`src/rtl/slot_seq_pkg.sv`:
```
// Shared types and constants for the child slot sequencer.
// Imported by the sequencer top level.
package slot_seq_pkg;

    typedef enum logic [2:0] {
        IDLE,
        SCAN,
        ISSUE,
        WAIT,
        FINISH
    } seq_state_t;

    localparam int unsigned SLOT_IDX_W = 4;

endpackage

```
`src/rtl/slot_timeout_ctr.sv`:
```
// Per-slot timeout down-counter: loaded when a slot is started, decremented while waiting.
// Holds at zero rather than wrapping.
module slot_timeout_ctr #(
    parameter int unsigned TMO_W = 8
) (
    input  logic             clk,
    input  logic             rst_n,
    input  logic             load_i,
    input  logic [TMO_W-1:0] load_val_i,
    input  logic             en_i,
    output logic             zero_o
);

    logic [TMO_W-1:0] cnt_q;
    logic [TMO_W-1:0] cnt_d;

    always_comb begin
        cnt_d = cnt_q;
        if (load_i) begin
            cnt_d = load_val_i;
        end else if (en_i && (cnt_q != '0)) begin
            cnt_d = cnt_q - TMO_W'(1);
        end
    end

    // High in the cycle whose decrement brings the count to zero.
    assign zero_o = (cnt_q == TMO_W'(1));

    always_ff @(posedge clk or negedge rst_n) begin
        if (!rst_n) begin
            cnt_q <= '0;
        end else begin
            cnt_q <= cnt_d;
        end
    end

endmodule

```
`src/rtl/child_slot_sequencer.sv`:
```
// Starts each enabled child slot in index order, waits for its done, and flags the
// first slot that times out. All outputs are registered.
module child_slot_sequencer
    import slot_seq_pkg::*;
#(
    parameter int unsigned NUM_SLOTS  = 5,
    parameter int unsigned TMO_W      = 8,
    parameter int unsigned TMO_CYCLES = 200
) (
    input  logic                 clk,
    input  logic                 rst_n,
    input  logic                 go,
    input  logic [NUM_SLOTS-1:0] slot_en,
    output logic [NUM_SLOTS-1:0] slot_start,
    input  logic [NUM_SLOTS-1:0] slot_done,
    output logic                 busy,
    output logic                 run_done,
    output logic                 run_err,
    output logic [3:0]           err_slot
);

    localparam int unsigned IDX_W = $clog2(NUM_SLOTS + 1);

    seq_state_t                state_q, state_d;
    logic [NUM_SLOTS-1:0]      mask_q, mask_d;
    logic [IDX_W-1:0]          idx_q, idx_d;
    logic [NUM_SLOTS-1:0]      slot_start_q, slot_start_d;
    logic                      busy_q, busy_d;
    logic                      run_done_q, run_done_d;
    logic                      run_err_q, run_err_d;
    logic [SLOT_IDX_W-1:0]     err_slot_q, err_slot_d;

    logic [NUM_SLOTS-1:0]      cur_sel;
    logic                      cur_en;
    logic                      cur_done;
    logic                      tmo_load;
    logic                      tmo_en;
    logic                      tmo_zero;

    // All-zero once idx has walked past the last slot.
    assign cur_sel  = NUM_SLOTS'(1) << idx_q;
    assign cur_en   = |(mask_q & cur_sel);
    assign cur_done = |(slot_done & cur_sel);

    slot_timeout_ctr #(
        .TMO_W (TMO_W)
    ) u_tmo (
        .clk        (clk),
        .rst_n      (rst_n),
        .load_i     (tmo_load),
        .load_val_i (TMO_W'(TMO_CYCLES)),
        .en_i       (tmo_en),
        .zero_o     (tmo_zero)
    );

    always_comb begin
        state_d      = state_q;
        mask_d       = mask_q;
        idx_d        = idx_q;
        slot_start_d = '0;
        busy_d       = busy_q;
        run_done_d   = 1'b0;
        run_err_d    = run_err_q;
        err_slot_d   = err_slot_q;
        tmo_load     = 1'b0;
        tmo_en       = 1'b0;

        unique case (state_q)
            IDLE: begin
                if (go) begin
                    state_d    = SCAN;
                    mask_d     = slot_en;
                    idx_d      = '0;
                    run_err_d  = 1'b0;
                    err_slot_d = '0;
                    busy_d     = 1'b1;
                end
            end
            SCAN: begin
                if (idx_q == IDX_W'(NUM_SLOTS)) begin
                    state_d    = FINISH;
                    run_done_d = 1'b1;
                end else if (!cur_en) begin
                    idx_d = idx_q + IDX_W'(1);
                end else begin
                    // Registered strobe lands in the ISSUE cycle.
                    state_d      = ISSUE;
                    slot_start_d = cur_sel;
                end
            end
            ISSUE: begin
                tmo_load = 1'b1;
                state_d  = WAIT;
            end
            WAIT: begin
                if (cur_done) begin
                    idx_d   = idx_q + IDX_W'(1);
                    state_d = SCAN;
                end else begin
                    tmo_en = 1'b1;
                    if (tmo_zero) begin
                        run_err_d = 1'b1;
                        if (!run_err_q) begin
                            err_slot_d = SLOT_IDX_W'(idx_q);
                        end
                        idx_d   = idx_q + IDX_W'(1);
                        state_d = SCAN;
                    end
                end
            end
            FINISH: begin
                busy_d  = 1'b0;
                state_d = IDLE;
            end
            default: begin
                state_d = IDLE;
                busy_d  = 1'b0;
            end
        endcase
    end

    always_ff @(posedge clk or negedge rst_n) begin
        if (!rst_n) begin
            state_q      <= IDLE;
            mask_q       <= '0;
            idx_q        <= '0;
            slot_start_q <= '0;
            busy_q       <= 1'b0;
            run_done_q   <= 1'b0;
            run_err_q    <= 1'b0;
            err_slot_q   <= '0;
        end else begin
            state_q      <= state_d;
            mask_q       <= mask_d;
            idx_q        <= idx_d;
            slot_start_q <= slot_start_d;
            busy_q       <= busy_d;
            run_done_q   <= run_done_d;
            run_err_q    <= run_err_d;
            err_slot_q   <= err_slot_d;
        end
    end

    assign slot_start = slot_start_q;
    assign busy       = busy_q;
    assign run_done   = run_done_q;
    assign run_err    = run_err_q;
    assign err_slot   = err_slot_q;

endmodule

```
`config.mk`:
```
export PLATFORM = sky130hd
export DESIGN_NAME = child_slot_sequencer
export DESIGN_NICKNAME = d
export VERILOG_FILES = /design/src/rtl/slot_seq_pkg.sv /design/src/rtl/slot_timeout_ctr.sv /design/src/rtl/child_slot_sequencer.sv
export SDC_FILE = /design/constraint.sdc
export NUM_CORES = 1
export LEC_CHECK = 0
export ABC_AREA = 0
export CORE_MARGIN = 2
export CORE_UTILIZATION = 57
export CTS_CLUSTER_DIAMETER = 200
export DETAILED_ROUTE_END_ITERATION = 8
export GPL_ROUTABILITY_DRIVEN = 0
export HOLD_SLACK_MARGIN = 0.15
export PLACE_DENSITY = 0.95
export SLEW_MARGIN = 20
export SYNTH_ARGS = -nofsm -noshare
export SYNTH_HDL_FRONTEND = slang
export SYNTH_SLANG_ARGS = --single-unit
```
`constraint.sdc`:
```
create_clock -name clk -period 4.4 [get_ports clk]
set_input_delay 0.44 -clock clk [delete_from_list [all_inputs] [get_ports clk]]
set_output_delay 0.44 -clock clk [all_outputs]
set_load 0.02 [all_outputs]
```
# Word level (Yosys, flattened, before mapping)
# Cells that the tools add are included.
# W data, S select, Z words.
# op_classes
shift,1
reduce_logical,15
muxes,33
n_bitwise,3
add_sub_neg,2
eq_ne,13
# op_table
cell,count
$mux W3,10
$mux W4,4
$mux W8,2
$mux W5,3
$ne A2 B2 Y1 const B,6
$pmux W3 S4,1
$and A5 B5 Y5,2
$reduce_and A5 Y1,2
$reduce_or A5 Y1,2
$mux W1,9
$pmux W3 S3,1
$eq A8 B1 Y1 const B,1
$pmux W4 S2,1
$reduce_bool A8 Y1,1
$sub A8 B1 Y8 const B,1
$eq A3 B2 Y1 const B,2
$ne A3 B3 Y1 const B,2
$shl A1 B3 Y5 const A,1
$pmux W1 S2,2
$reduce_and A2 Y1,2
$reduce_and A4 Y1,1
$reduce_bool A2 Y1,2
$add A3 B1 Y3 const B,1
$eq A3 B1 Y1 const B,1
other kinds (7),7
# word_totals
in_bits,13
regBits,31
elab_cells,76

# Logic depth before layout (Yosys ltp)
# depth
depth_word,8
ltp_mapped,8
mapped_depth_nobuf,7

# Modules after synthesis
# Synthesis repeated with hierarchy kept, for this count alone.
# hier_totals
hier_cells,168
area_unflattened_um2,1712.9
# modules_own_cells
mod,n_inst,cells_per_inst,area_per_inst_um2
child_slot_sequencer,1,104,1138.6
slot_timeout_ctr,1,64,574.3

# Worst setup path before layout
# Ideal clock, no wire load.
# synth_timing
kind,register to register
startpoint,reg idx_q[2]
endpoint,reg idx_q[2]
arrival_time_ns,1.714
t_required_ns,4.275
setup_time_ns,0.125
slack_ns,2.561
path_stages_with_launch,9
cell_sequence,dfrtp_1 -> buf_2 -> inv_1 -> ha_1 -> nand2_1 -> and4_4 -> nand3_1 -> nand3_1 -> mux2_2
# synth_between
elab_chain_cells,5
word_cells_on_any_way,16
classes_between,add/sub (1); eq/ne (4); shift (1); mux (5); bitwise (2); reduce/logical (3)
# synth_rtl
item,line,source
from (decl),child_slot_sequencer.sv:26,"logic [IDX_W-1:0] idx_q, idx_d;"
from (signal assigned),child_slot_sequencer.sv:135,idx_q <= idx_d;
"parallel branches: the longest is 5 deep, another holds $add A3 B1 Y3",--,
# Parallel ways; which one is timed is not known. The select of a mux whose other input is x is not followed.
# A chain may end at the register's enable or synchronous reset.

# Worst setup path after layout
# layout_timing
startpoint,reg idx_q[0]
endpoint,reg idx_q[2]
# The elaborated chain is that of the path after synthesis.

==> flow_metrics.tcl <==
set metrics [dict create \
    outcome "complete, no violations" \
    core_area_um2 2710 \
    p_seq_frac 0.383 \
    drv_cap 0 \
    intPower_mw 0.739 \
    fin_area_um2 1900 \
    cts.clk_slew.worst_paths_ps 100 \
    die_w_um 57.0 \
    final.min_clock_period_ps 2200 \
    finalHoldViolations 0 \
    track_usage 0.234 \
    firstDrtPassIters 4 \
    layout_setup_ws_ps 2200 \
    synth_top_area_share 0.469 \
    cts_root_buf "clkbuf_4" \
    wl_per_cell_um 16.4 \
    cts.sink_count 30 \
    cp.depth 7 \
    powerDensity_nw_per_um2 657 \
    hold_buffers 0 \
    met2_usage 0.376 \
    irDropWorstVdd_mv 0.504 \
    cts_setup_buffers 0 \
    drt_wl_total_um 3430 \
    power_switching_mw 0.510 \
    dp_hpwl_um 2580 \
    synth-async-reset-ratio 1.00 \
    critPathBufInv 1 \
    clock_latency_ps 330 \
    dieArea_um2 3250 \
    vias 1280 \
    cp.required_ps 4610 \
    p_clk_frac 0.161 \
    report.final.slew_viol_count 0 \
    slowest_stage "dfrtp_1" \
    comb_power_share 0.456 \
    start_util 0.590 \
    synth_cell_types 39 \
    synth_seq_cells 30 \
    p_total_mw 1.25 \
    grt_pass1_wl_um 5710 \
    finish.utilization 0.701 \
    port-buffer-count 23 \
    syn_nets 173 \
    synth_ff_type "dfrtp_1" \
    slew_headroom 0.591 \
    drc 0 \
    rsz0062_at_grt "false" \
    post_cts_resized 0 \
    hp-class "input pin to async pin" \
    holdWs_ps 486 \
    gr-max-usage-layer "met2" \
    avgSynthCellArea_um2 10.5 \
    die_h_um 57.0 \
    yosysTopAreaCell "dfrtp_1" \
    place_area_um2 1820 \
    critical_path_arrival_ps 2420 \
    critical_path_class "register to register" \
    antenna_found_initial 0 \
    yosys-top-cells-count "dfrtp_1, nand2_1, inv_1" \
    pin_count 25 \
    first_iter_violations 37 \
    timing_worst_slew_pin_value_ps 612 \
    clock_skew_ps 13.6 \
    postRouteAntennaNets 0 \
    critPathTopFamily "compound AO/OA/AOI/OAI gates" \
    critPathMaxStageDelay_ps 410 \
    place_ws_ps 2090 \
    grt-ovfl-total 0 \
    drive_gt1_frac 0.118 \
    r2r_cells 7 \
    finalNonFillerCells 209 \
    htree_levels 2 \
    setup_viol 0 \
    syn_area_um2 1600 \
    tritoncts "done" \
    yosysSeqAreaShare 0.469 \
    num_rows 19 \
    met1_usage 0.268 \
    area_growth_pct 18.9 \
    swShare 0.408 \
    ys_top_cells_by_area "dfrtp_1, ha_1, mux2i_1, mux2_2, nand2_1" \
    fmax_mhz 454 \
    antenna_cells 0 \
    fin_crit_sh 0.501 \
    cts_made_buffers 5 \
    grt_use_met3 0.0703 \
    cts_max_path_buffers 2 \
    grt_max_degree 31 \
    syn-instance-count 152 \
    setup_tns_ps 0 \
    start_kind "register" \
    end_kind "register" \
    path_cells "inv_1 -> ha_1 -> a22oi_1 -> o211ai_1 -> o21ai_1 -> nand3_1 -> mux2_2" \
    synth_most_common_cell "dfrtp_1" \
    vias_per_cell 6.12 \
    dp.cells 201 \
    nets 198 \
    synth_edf_count 0 \
    synth_warnings 0 \
    leakage_nw 0.820 \
    critPathMaxFanout 5 \
    grt_pass1_vias 1333 \
]
sequential cells by signal, summed over array words and instances, names as in the netlist:
register	flops
mask_q	5
slot_start	5
u_tmo.cnt_q	8
run_err	1
busy	1
state_q	3
err_slot	3
run_done	1
idx_q	3
layout by cell type, fill, tap and decap left out, types with 2 or more instances in the layout:
| cell type | Yosys | final |
|---|---|---|
| ha_1 | 8 | 8 |
| nand3b_1 | 4 | 4 |
| clkbuf_8 | 0 | 3 |
| dfrtp_1 | 30 | 30 |
| o21ai_0 | 6 | 6 |
| clkdlybuf4s50_1 | 0 | 23 |
| mux2i_1 | 8 | 8 |
| inv_1 | 9 | 9 |
| clkbuf_4 | 0 | 5 |
| nor3b_1 | 2 | 2 |
| nor2_1 | 8 | 8 |
| nand2_1 | 18 | 18 |
| or3_1 | 5 | 5 |
| and3_1 | 2 | 2 |
| a21oi_1 | 6 | 6 |
| nor3_1 | 5 | 5 |
| nand4_4 | 2 | 2 |
| nand3_1 | 6 | 6 |
| mux2_2 | 7 | 7 |
routing by layer:
metal	routed length (um)	part of all wire
met1	1350	0.39
met2	1760	0.51
met3	194	0.057
met4	128	0.037
met5	0	0
layout make-up:
class / instances / area (um^2)
fill: 207 / 810
inverter: 9 / 33.8
tap: 31 / 38.8
clock buffer: 8 / 78.8
sequential: 30 / 751
multi-input combinational: 107 / 761
timing repair buffer: 24 / 238
power groups by stage:
stage          clock network (mW)  registers [mW]  logic (mW)
6_report                    0.201           0.478       0.570
5_1_grt                     0.218           0.493       0.622
4_1_cts                     0.203           0.475       0.568
3_5_place_dp                    0           0.481       0.562
3_3_place_gp                    0           0.471       0.530
2_1_floorplan                   0           0.472       0.408
worst paths after layout:
check / end / startpoint / slack [ps]
setup / recovery: idx_q[2]$_DFFE_PN0P_ / idx_q[0]$_DFFE_PN0P_ / 2200
hold / removal: u_tmo.cnt_q[4]$_DFFE_PN0P_ / rst_n / 490
setup reg to reg: idx_q[2]$_DFFE_PN0P_ / idx_q[0]$_DFFE_PN0P_ / 2200
hold reg to reg: busy$_DFFE_PN0P_ / busy$_DFFE_PN0P_ / 520
max in group asynchronous: slot_start[2]$_DFF_PN0_ / rst_n / 3630
min in group clk: busy$_DFFE_PN0P_ / busy$_DFFE_PN0P_ / 520
logic make-up (layout without fill, tap and decap cells):
kind of cell / Yosys count / in the layout / share of synthesized area
AO/OA/AOI/OAI: 20 / 20 / 0.0751
other: 1 / 1 / 0.00235
AND/OR/NAND/NOR: 63 / 63 / 0.236
adder cells (fa/ha/maj): 8 / 8 / 0.0626
multiplexers: 15 / 15 / 0.0994
buffers and inverters: 15 / 41 / 0.0548
flip-flops: 30 / 30 / 0.469
Power figures use the tool's default switching activity.
